## config.mk

```make
export PLATFORM = sky130hd
export DESIGN_NAME = onehot_serial_encoder32
export DESIGN_NICKNAME = d
export VERILOG_FILES = /design/src/rtl/onehot_serial_encoder32.sv
export SDC_FILE = /design/constraint.sdc
export NUM_CORES = 1
export LEC_CHECK = 0
export CAP_MARGIN = 10
export CORE_ASPECT_RATIO = 2
export CORE_MARGIN = 3
export CORE_UTILIZATION = 35
export CTS_CLUSTER_SIZE = 25
export DETAILED_ROUTE_END_ITERATION = 8
export HOLD_SLACK_MARGIN = 0.12
export PLACE_DENSITY = 0.54
export SLEW_MARGIN = 20
export SYNTH_ARGS = -nofsm -noshare
export SYNTH_HDL_FRONTEND = slang
export SYNTH_SLANG_ARGS = --single-unit
export TNS_END_PERCENT = 20
```

## constraint.sdc

```tcl
create_clock -name clk -period 9.26 [get_ports clk]
set_input_delay 1.389 -clock clk [delete_from_list [all_inputs] [get_ports clk]]
set_output_delay 1.389 -clock clk [all_outputs]
set_load 0.05 [all_outputs]
```

## src/rtl/onehot_serial_encoder32.sv

```systemverilog
// onehot_serial_encoder32: serialises a 32-bit one-hot/request vector into
// one 5-bit binary index per handshake, lowest index first by default.
//
// Ports:
//   clk        rising-edge clock
//   rst_n      synchronous active-low reset
//   in_valid   in_vec is valid
//   in_ready   block can accept a vector (registered)
//   in_vec     vector to encode, bit i set = index i pending
//   out_valid  out_index valid (registered)
//   out_ready  consumer accepts out_index
//   out_index  binary index of the bit currently presented
//   out_last   presented index is the final pending bit of the vector
//   pend_cnt   pending bits including the one presented, 0..32
//   done       one-cycle pulse: vector drained or zero vector consumed
//   abort      synchronous flush of the current vector
//
// Build option: define ENC32_MSB_FIRST_EN to emit indices highest-first.

module onehot_serial_encoder32 #(
    parameter int WIDTH = 32,
    parameter int IDX_W = 5
) (
    input  logic             clk,
    input  logic             rst_n,
    input  logic             in_valid,
    output logic             in_ready,
    input  logic [WIDTH-1:0] in_vec,
    output logic             out_valid,
    input  logic             out_ready,
    output logic [IDX_W-1:0] out_index,
    output logic             out_last,
    output logic [IDX_W:0]   pend_cnt,
    output logic             done,
    input  logic             abort
);

    typedef enum logic {
        IDLE = 1'b0,
        EMIT = 1'b1
    } state_t;

    state_t           state;
    logic [WIDTH-1:0] pend;

    // Index of the next bit to present from a vector.
    function automatic logic [IDX_W-1:0] pick(input logic [WIDTH-1:0] v);
        logic [IDX_W-1:0] r;
        r = '0;
`ifdef ENC32_MSB_FIRST_EN
        // Ascending scan: the last hit wins, i.e. the highest set bit.
        for (int i = 0; i < WIDTH; i++) begin
            if (v[i]) r = IDX_W'(i);
        end
`else
        // Descending scan: the last hit wins, i.e. the lowest set bit.
        for (int i = WIDTH - 1; i >= 0; i--) begin
            if (v[i]) r = IDX_W'(i);
        end
`endif
        return r;
    endfunction

    // Six-bit population count so a full vector reads 32 without wrap.
    function automatic logic [IDX_W:0] popcnt(input logic [WIDTH-1:0] v);
        logic [IDX_W:0] c;
        c = '0;
        for (int i = 0; i < WIDTH; i++) begin
            c = c + {{IDX_W{1'b0}}, v[i]};
        end
        return c;
    endfunction

    logic             acc;
    logic             hs;
    logic [WIDTH-1:0] one;
    logic [WIDTH-1:0] nxt_pend;
    logic [IDX_W-1:0] in_idx;
    logic [IDX_W:0]   in_cnt;
    logic [IDX_W-1:0] nxt_idx;
    logic [IDX_W:0]   nxt_cnt;

    always_comb begin
        acc      = in_valid && in_ready;
        hs       = out_valid && out_ready;
        one      = {{(WIDTH-1){1'b0}}, 1'b1};
        // Pending set once the presented bit is consumed.
        nxt_pend = pend & ~(one << out_index);
        in_idx   = pick(in_vec);
        in_cnt   = popcnt(in_vec);
        nxt_idx  = pick(nxt_pend);
        nxt_cnt  = pend_cnt - {{IDX_W{1'b0}}, 1'b1};
    end

    always_ff @(posedge clk) begin
        if (!rst_n) begin
            state     <= IDLE;
            pend      <= '0;
            in_ready  <= 1'b1;
            out_valid <= 1'b0;
            out_index <= '0;
            out_last  <= 1'b0;
            pend_cnt  <= '0;
            done      <= 1'b0;
        end else begin
            done <= 1'b0;
            if (abort) begin
                // Flush wins over any handshake in the same cycle.
                state     <= IDLE;
                pend      <= '0;
                in_ready  <= 1'b1;
                out_valid <= 1'b0;
                out_index <= '0;
                out_last  <= 1'b0;
                pend_cnt  <= '0;
            end else begin
                unique case (state)
                    IDLE: begin
                        if (acc) begin
                            if (|in_vec) begin
                                state     <= EMIT;
                                pend      <= in_vec;
                                in_ready  <= 1'b0;
                                out_valid <= 1'b1;
                                out_index <= in_idx;
                                pend_cnt  <= in_cnt;
                                out_last  <= (in_cnt == 6'd1);
                            end else begin
                                // Zero vector: nothing to emit.
                                done <= 1'b1;
                            end
                        end
                    end
                    EMIT: begin
                        if (hs) begin
                            if (out_last) begin
                                state     <= IDLE;
                                pend      <= '0;
                                in_ready  <= 1'b1;
                                out_valid <= 1'b0;
                                out_index <= '0;
                                out_last  <= 1'b0;
                                pend_cnt  <= '0;
                                done      <= 1'b1;
                            end else begin
                                pend      <= nxt_pend;
                                out_index <= nxt_idx;
                                pend_cnt  <= nxt_cnt;
                                out_last  <= (nxt_cnt == 6'd1);
                            end
                        end
                    end
                    default: begin
                        state <= IDLE;
                    end
                endcase
            end
        end
    end

endmodule

```

### Yosys cells after proc, flatten, opt, wreduce, memory -nomap -nowiden

Cells that the tools add are included.
W data, S select, Z words.

* register bits: 48
* input bits: 37
* output and inout port bits: 15

* $add $sub $neg: 32
* equality and inequality tests: 6
* shift operators: 1
* mux-type cells: 104
* bitwise gates (word level): 4
* reductions and logical operators: 6

Operators by type and width (number)
* $mux W5: 68
* $add A6 B1 Y6: 26
* $mux W32: 4
* $pmux W32 S2: 1
* $and A32 B32 Y32: 1
* $not A32 Y32: 1
* $reduce_or A32 Y1: 1
* $shl A1 B5 Y32 const A: 1
* $mux W6: 4
* $mux W1: 20
* $eq A6 B1 Y1 const B: 2
* $pmux W6 S2: 1
* $pmux W1 S2: 5
* $pmux W5 S2: 1
* $add A5 B1 Y6: 1
* $ne A2 B2 Y1 const B: 3
* $sub A6 B1 Y6 const B: 1
* $add A4 B1 Y5: 1
* $add A3 B1 Y4: 1
* $reduce_and A4 Y1: 1
* $add A2 B1 Y3: 1
* $reduce_and A3 Y1: 1
* $add A1 B1 Y2: 1
* $logic_and A1 B1 Y1: 2
* other kinds (3): 4

### Depth between registers and ports, before layout

Gate-level depths: netlist (run 1).

* depth after elaboration: 38
* depth in mapped cells: 18
* gate-level depth less buffers: 18

### Worst setup path after synthesis (run 1)

No wires, ideal clock.

* path type: input -> register
* start point: input in_vec[23]
* end point: register pend_cnt[4]
* arrival: 5.812 ns
* slack: 3.321 ns
* stages on the path: 18
* buffers on the path: 0
* path through: inv_1 fa_1 fa_1 inv_1 fa_1 inv_1 fa_1 fa_1 fa_1 inv_1 ha_1 fa_1 a21o_1 a21oi_1 xnor2_1 o221ai_1 o21ai_1 nor2_1

* cells in the longest elaborated chain, start to end: 12
* elaborated cells between the ends (all ways): 15
* those cells by class: add/sub (9); eq/ne (1); mux (3); reduce/logical (2)

Ends and longest elaborated chain
* start, declared: RTL line 28 `input logic [WIDTH-1:0] in_vec,`
* $add A6 B1 Y6 (9 in series): RTL line 69 `c = c + {{IDX_W{1'b0}}, v[i]};`
* $mux W6: RTL line 120 `if (|in_vec) begin`
* $mux W6: RTL line 119 `if (acc) begin`
* $pmux W6 S2: RTL line 117 `unique case (state)`
* end signal, assigned: RTL line 126 `pend_cnt <= in_cnt;`
* end signal, assigned: RTL line 148 `pend_cnt <= nxt_cnt;`
* end, declared: RTL line 33 `output logic [IDX_W:0] pend_cnt,`

Several ways; a longest one is shown, not always the timed one. The select of a mux whose other input is x is not followed.
A chain may end at the register's enable or synchronous reset.

### Worst setup path in the final report (run 1)

Ends and elaborated chain as after synthesis.

==> impl_metrics.toml, run 1 <==
[synth]
seq_area_frac_synth = 0.227
ys_warn_count = 0
synth.largest_area_cell = "dfxtp_1"
async_flop_share = 0
syn_nets = 621
synth_area_mm2 = 0.00423
synth_ff_type = "dfxtp_1"
yosys-top-cells-area = "dfxtp_1, fa_1, a21oi_1"
syn_inst = 550
ys_ff_latch = 48
syn_avg_cell_area_um2 = 7.68
synth_edf_count = 0
yosysTopAreaCellShare = 0.227
yosys.cell_types.count = 66

[cts]
path_clk_slew_ns = 0.07
cts_tree = "yes"
root_buffer = "clkbuf_16"
htree_levels = 2
post_cts_resized = 0
clock_sinks = 48
cts_max_path_buffers = 2
post_cts_buffers = 0
hold_buffers = 0
cts_made_buffers = 5
clkLatencyLatePin_ns = 0.30

[cells_and_area]
final_common_cell = "nor2_1"
drive_gt1_frac = 0.0463
syn_to_final_growth_pct = 17.4
final_cell_mix = "nor2_1, clkdlybuf4s50_1, inv_1, dfxtp_1, a21oi_1"
fillers = 1247
finalNetCount = 653
n_antenna_cell = 0

[sta]
setup_slack_ns = 2.73
fin_crit_ns = 6.53
timing.final.hold_violations = 0
max_slew_margin = 0.349
slew_violations = 0
setup_violations = 0
clock.fmax_mhz = 153
rsz0062_at_grt = "false"
totalNegativeSetupSlack_ns = 0
worstMarginPinSlew_ns = 0.976
clock_skew_ns = 0.00633
fin_crit_sh = 0.705

[worst_setup_path]
worst_ep_required_time_ns = 9.42
path_max_fanout = 4
crit_path_start = "in_vec[23]"
end_kind = "flop"
start_kind = "input port"
critPathKind = "in2reg"
cp.arrival_ns = 6.69
reg2reg_depth = 7
r2r_start = "state"

[routing]
vias_per_cell = 6.22
ant_nets = 0
first_pass_iters = 5
drt-initial-drc-count = 301
wl_mm = 15.4
drt-wirelength-per-cell_um = 21.1
drc = 0
vias = 4526

[grt]
grtUsageTotal = 0.229
grt_max_degree = 47
grt_pass1_wl_mm = 24.4
grt_pass1_vias = 4511
grt_overflow = 0
antenna_found_initial = 0

[power]
peakVddDrop_uv = 398
p_leak_uw = 0.00180
cellPowerDensity_mw_per_mm2 = 235

[min_path]
hold_start = "in_ready"
holdPathStages = 2
hp-class = "reg2reg"

[die]
die_w_um = 83.7
core_area_mm2 = 0.0118
core.rowCount = 56
io_pins = 52
dieArea_mm2 = 0.0135
start_util = 0.359
die_h_um = 161

[placed_design]
globalplace.congestion = 0.913
io_buffers = 51
hpwl_mm = 11.8
dp_worst_setup_slack_ns = 2.45

[flow_run]
maxCapViolations = 0

[run_status]
outcome = "completed"
==> kinds of logic (layout without fill, tap and decap cells) <==
logic type | Yosys count | in the layout | share of synthesized area
AOI/OAI and AO/OA | 198 | 198 | 0.317
and+or+nand+nor | 184 | 184 | 0.220
buffers and inverters | 79 | 112 | 0.0773
DFF | 48 | 48 | 0.227
adders and majority gates | 34 | 34 | 0.143
xor gates and xnor gates | 6 | 6 | 0.0124
muxes | 1 | 1 | 0.00237
==> synthesized netlist by cell type, drive strengths merged, types with 3 or more instances <==
cell     count
o21a        10
buf         10
o31ai        3
clkbuf      20
a21oi       44
nor2        55
nand2b      10
o211ai       4
a31oi        7
nor2b        8
o32ai        3
inv         48
nand4       10
nand2       42
a221oi       8
dfxtp       48
xnor2        4
o221ai       9
nand3b       4
nor3        15
a21boi       4
nor4        10
a211o        3
a22oi        7
or2          4
fa          24
o2111ai      5
o22ai       10
a211oi       7
a21o         3
or4          4
o32a         3
ha          10
a311oi       3
a32oi        3
o21ai       46
nand3        9
==> worst max-delay path: stages <==
cell,delay [ns]
clkdlybuf4s50_1,0.52
inv_1,0.10
fa_1,0.51
fa_1,0.52
inv_1,0.05
fa_1,0.47
inv_1,0.05
fa_1,0.53
fa_1,0.45
fa_1,0.51
inv_1,0.05
ha_1,0.21
fa_1,0.46
a21o_1,0.17
a21oi_1,0.17
xnor2_1,0.17
o221ai_1,0.15
o21ai_1,0.13
nor2_1,0.06
==> cell type report <==
type	instances	area, um^2	area share
sequential	48	961	0.194
tap	145	181	0.0366
clock inverter	1	7.51	0.00151
clock buffer	7	143	0.0288
inverter	49	184	0.0371
multi-input combinational	423	2940	0.593
timing repair buffer	55	541	0.109
==> where the power goes <==
group	switching, uW	internal, uW
clock network	87.3	108
registers	19.7	220
logic	420	310
==> final timing paths <==
check | end | slack (ns)
max | pend_cnt[4] | 2.73
min | in_ready | 0.51
min reg2reg | in_ready | 0.51
max reg2reg | out_index[3] | 5.53
==> flip-flops by register name, indices dropped and copies added (netlist names) <==
name	flops
pend	32
pend_cnt	6
out_index	5
done	1
in_ready	1
out_last	1
out_valid	1
state	1
==> layer usage <==
layer	vias up	share of wire	track usage
met5	-	0	0
met4	0	0.039	0.118
met3	41	0.044	0.0255
met2	196	0.55	0.423
met1	2202	0.36	0.254
li1	2087	-	-
==> through the flow <==
step                       util  instance area [um^2]  hold slack [ns]  std cells  total power (uW)
after floorplan               -                  4230            0.458        550               760
after global placement    0.409                  4810            0.474        720               973
after detailed placement  0.409                  4810            0.496        720               983
after CTS                 0.421                  4960            0.512        728              1180
after global routing      0.421                  4960            0.525        728              1260
final                     0.421                  4960            0.513        728              1170
Power figures use the tool's default switching activity.
==> run 2: changes to the inputs <==
--- a/config.mk
+++ b/config.mk
@@ -12,7 +12,7 @@
 export CTS_CLUSTER_SIZE = 25
 export DETAILED_ROUTE_END_ITERATION = 8
 export HOLD_SLACK_MARGIN = 0.12
-export PLACE_DENSITY = 0.54
+export PLACE_DENSITY = 0.56
 export SLEW_MARGIN = 20
 export SYNTH_ARGS = -nofsm -noshare
 export SYNTH_HDL_FRONTEND = slang
==> constraint.sdc (replaced) <==
create_clock -name clk -period 5.36 [get_ports clk]
set_input_delay 0.804 -clock clk [delete_from_list [all_inputs] [get_ports clk]]
set_output_delay 0.804 -clock clk [all_outputs]
set_load 0.05 [all_outputs]
==> run 2 against run 1 <==
Cell count up 5.2%. Register-to-register slack lost 3.2 ns. Core utilization rose by 2.5 points. Sequential share of layout area shrank 1.1 points. Combinational power increased by 140%. Worst setup slack worse by 2.7 ns. Sequential power increased by 74%. Clock-buffer cell count down 1.
==> impl_metrics.toml, run 2 (same netlist as run 1, synthesis figures left out) <==
[run_status]
outcome = "completed"

[power]
peakVddDrop_uv = 1090
power_uw = 2520
p_leak_uw = 0.00200
cellPowerDensity_mw_per_mm2 = 480

[routing]
drt-wirelength-per-cell_um = 21.3
drc = 0
drt-initial-drc-count = 422
vias = 4675
ant_nets = 0
wl_met2_mm = 9.26
drt-met1-wl_mm = 5.68
wl_mm = 16.3
first_pass_iters = 5
route.met3.wl_um = 760
dr.max_layer_used = "met4"
vias_per_cell = 6.10

[cts]
clock_sinks = 48
htree_levels = 2
root_buffer = "clkbuf_16"
path_clk_slew_ns = 0.07
cts_max_path_buffers = 2
hold_buffers = 0
cts_tree = "yes"
clkLatencyLatePin_ns = 0.30
cts_made_buffers = 5

[cells_and_area]
multiInputGateArea_mm2 = 0.00298
final_common_cell = "nor2_1"
syn_to_final_growth_pct = 24.2
final_area_mm2 = 0.00525
utilization = 0.446
drive_gt1_frac = 0.145
final_cell_mix = "nor2_1, dfxtp_1, a21oi_1, nand2_1"
regArea_um2 = 961
largest_register_ffs = 32
largest_register = "pend"
n_antenna_cell = 0
largestRegisters = "pend x32, pend_cnt x6, out_index x5"
fillers = 1228
finalNetCount = 691

[die]
io_pins = 52
dieArea_mm2 = 0.0135
core_area_mm2 = 0.0118
die_w_um = 83.7
die_h_um = 161
start_util = 0.359
core.rowCount = 56

[worst_setup_path]
worst_ep_required_time_ns = 5.51
cpMostUsedCell = "fa_1"
start_kind = "input port"
worstPathCellList = "clkdlybuf4s15_1, fa_1, inv_1, fa_1, fa_2, fa_1, fa_1, fa_1, inv_2, ha_4, fa_2, a21o_1, a21oi_2, xnor2_2, o221ai_1, o21ai_1, nor2_1"
path_max_fanout = 2
cp.arrival_ns = 5.45
end_kind = "flop"
critPathKind = "in2reg"
cpMaxStageDelayCell = "fa_1"
slowest_delay_ns = 0.59

[sta]
timing.final.hold_violations = 0
fin_crit_ns = 5.30
slew_violations = 0
max_slew_margin = 0.282
setup_violations = 0
clock.fmax_mhz = 189
worstMarginPinSlew_ns = 1.08
whs_ns = 0.512
fin_crit_sh = 0.989
rsz0062_at_grt = "true"
clock_skew_ns = 0.00885

[placed_design]
globalplace.congestion = 0.936
io_buffers = 51
dpl-instance-area_mm2 = 0.00509
hpwl_mm = 12.6

[grt]
grtUsageTotal = 0.238
grt_max_degree = 44
grt_pass1_wl_mm = 25.2
antenna_found_initial = 0
grt_overflow = 0
grt_pass1_vias = 4710

[flow_run]
maxCapViolations = 0

[min_path]
hp-class = "reg2reg"
-- run 2: cell types whose count changed in the layout (fill, tap and decap cells not counted), sizes merged --
cell	previous run	this run
clkinvlp	1	0
clkdlybuf4s15	0	5
clkdlybuf4s50	51	36
inv	48	49
buf	4	42
clkinv	1	2
clkbuf	7	16
-- run 2: critical path, delay by kind of cell --
kind                       cells  cell delay, ns
buffers and inverters          3            0.32
and+or+nand+nor                1            0.04
AOI/OAI and AO/OA              4            0.58
adders and majority gates      8            3.58
xor gates and xnor gates       1            0.14
-- run 2: final timing paths --
check | endpoint | from | depth (start not counted) | slack [ns]
max | pend_cnt[4] | in_vec[3] | 17 | 0.06
min | pend[21] | pend[21] | 2 | 0.51
max reg2reg | out_index[2] | out_index[1] | 7 | 2.29
min reg2reg | pend[21] | pend[21] | 2 | 0.51
-- run 2: metrics by stage --
| stage | setup TNS (ns) | setup WS (ns) | std cells |
|---|---|---|---|
| 2_1_floorplan | 0 | 0.00578 | 550 |
| 3_3_place_gp | -3.38 | -0.708 | 756 |
| 3_5_place_dp | -3.39 | -0.705 | 756 |
| 4_1_cts | 0 | 0.00122 | 766 |
| 5_1_grt | -0.121 | -0.121 | 766 |
| 6_report | 0 | 0.0585 | 766 |
-- run 2: layer usage --
layer,up-vias,GRT usage
li1,2165,-
met1,2270,0.240
met2,199,0.476
met3,41,0.0245
met4,0,0.105
met5,-,0
-- run 2: repair_timing --
action                     CTS  global route
pin swaps                   13            17
setup buffers                2             0
gates resized for setup     24            32
gates cloned                 0             0
setup endpoints to repair    6             5
-- run 2: cell type report --
cell class	count	share of cell area
Sequential cell	48	0.183
Clock buffer	6	0.0264
Tap cell	145	0.0345
Timing Repair Buffer	93	0.150
Clock inverter	2	0.00262
Multi-Input combinational cell	423	0.568
Inverter	49	0.0350
-- run 2: report_power, final --
group,internal (uW),leakage (uW),switching (uW),total [uW]
sequential,380,0.000391,35.2,415
clock,188,0.0000772,161,349
combinational,894,0.00153,864,1760
total,1460,0.00200,1060,2520
==> run 3: changes to the inputs <==
--- a/config.mk
+++ b/config.mk
@@ -13,6 +13,7 @@
 export DETAILED_ROUTE_END_ITERATION = 8
 export HOLD_SLACK_MARGIN = 0.12
 export PLACE_DENSITY = 0.56
+export SKIP_CTS_REPAIR_TIMING = 1
 export SLEW_MARGIN = 20
 export SYNTH_ARGS = -nofsm -noshare
 export SYNTH_HDL_FRONTEND = slang
==> run 3 against run 2 <==
Global-route usage hardly changed. Register-to-register slack hardly changed. Via count is 0.21% higher. Clock skew is 0.00090 ns higher. Non-clock buffer count is 2 lower. Critical path depth stayed put. Sequential power hardly changed. Combinational power is 7% lower. First-iteration DRC count stayed put. Critical path type unchanged. Critical endpoint unchanged. Largest cell class unchanged.
==> impl_metrics.toml, run 3 (same netlist as run 1, synthesis figures left out) <==
[run_status]
outcome = "completed"

[grt]
grt_overflow = 0
grt_max_degree = 44
grt_pass1_vias = 4705
grt_pass1_wl_mm = 25.2
antenna_found_initial = 0
grtUsageTotal = 0.238

[worst_setup_path]
worstPathCellList = "buf_4, fa_2, inv_1, fa_1, fa_1, fa_1, fa_1, fa_1, inv_2, ha_4, fa_2, a21o_1, a21oi_2, xnor2_1, o221ai_1, o21ai_1, nor2_1"
worst_ep_required_time_ns = 5.51
path_max_fanout = 2
start_kind = "input port"
slowest_delay_ns = 0.61
critPathKind = "in2reg"
path_buf_inv = 3
end_kind = "flop"
cp.arrival_ns = 5.41
path_delay_family = "adder cells"
cpMostUsedCell = "fa_1"
crit_path_start = "in_vec[3]"
cpMaxStageDelayCell = "fa_2"
r2r_start = "out_index[1]"

[sta]
rsz0062_at_grt = "true"
slew_violations = 0
max_slew_margin = 0.282
clock_skew_ns = 0.00975
fin_crit_sh = 0.981
whs_ns = 0.511
worstMarginPinSlew_ns = 1.08
timing.final.hold_violations = 0
fin_crit_ns = 5.26
setup_violations = 0
clock.fmax_mhz = 190

[cells_and_area]
largest_register_ffs = 32
final_common_cell = "nor2_1"
drive_gt1_frac = 0.129
largest_register = "pend"
fillers = 1217
largestRegisters = "pend x32, pend_cnt x6, out_index x5"
finalNetCount = 689
n_antenna_cell = 0
final_cell_mix = "nor2_1, dfxtp_1, a21oi_1, nand2_1, inv_1"
syn_to_final_growth_pct = 25.1

[cts]
clock_sinks = 48
cts_tree = "yes"
cts_max_path_buffers = 2
root_buffer = "clkbuf_16"
cts_made_buffers = 5
path_clk_slew_ns = 0.07
clkLatencyLatePin_ns = 0.30
htree_levels = 2

[placed_design]
hpwl_mm = 12.6
io_buffers = 51
globalplace.congestion = 0.936

[routing]
ant_nets = 0
drc = 0
drt-wirelength-per-cell_um = 21.4
first_pass_iters = 5
vias = 4685
drt-initial-drc-count = 422
vias_per_cell = 6.13
wl_mm = 16.4

[min_path]
hp-class = "reg2reg"
hold_start = "pend[21]"

[die]
io_pins = 52
start_util = 0.359
dieArea_mm2 = 0.0135
die_w_um = 83.7
die_h_um = 161
core_area_mm2 = 0.0118
core.rowCount = 56

[flow_run]
maxCapViolations = 0

[power]
power_uw = 2390
peakVddDrop_uv = 786
p_leak_uw = 0.00208
cellPowerDensity_mw_per_mm2 = 452
## run 3: final timing paths
path                                endpoint  slack [ns]  cells after the start
worst min register to register      pend[21]        0.51                      2
worst max-delay path             pend_cnt[4]         0.1                     17
worst min-delay path                pend[21]        0.51                      2
worst max register to register  out_index[2]        2.28                      7
## run 3: layer usage
| metal | global-route usage | routed length [um] |
|---|---|---|
| met2 | 0.474 | 9310 |
| met5 | 0 | 0 |
| met3 | 0.0240 | 736 |
| met4 | 0.105 | 580 |
| met1 | 0.242 | 5730 |
## run 3: where the power goes
group	internal (uW)	switching [uW]	total [uW]
logic	790	838	1630
registers	380	35.1	415
clock network	187	160	347
## run 3: worst min-delay path, delay by kind of cell (launching register included)
kind               cells  cell delay (ns)
DFF                    1             0.31
AOI/OAI and AO/OA      1             0.05
and+or+nand+nor        1             0.10
## run 3: layout make-up
cell class                      count  area, um^2  area share
Timing Repair Buffer               91         833       0.158
Sequential cell                    48         961       0.182
Multi-Input combinational cell    423        2970       0.563
Inverter                           49         184      0.0348
Clock inverter                      2        13.8     0.00260
Clock buffer                        6         139      0.0263
Tap cell                          145         181      0.0343
## run 3: stage by stage
stage                     utilization  instance area, um^2  std cells  worst slack (ns)  setup TNS [ns]
after global routing            0.449                 5290        764           -0.0707         -0.0707
after detailed placement        0.433                 5090        756            -0.705           -3.39
after global placement          0.433                 5090        756            -0.708           -3.38
after CTS                       0.445                 5240        764            -0.416           -1.66
final                           0.449                 5290        764            0.0994               0
after floorplan                     -                 4230        550           0.00578               0
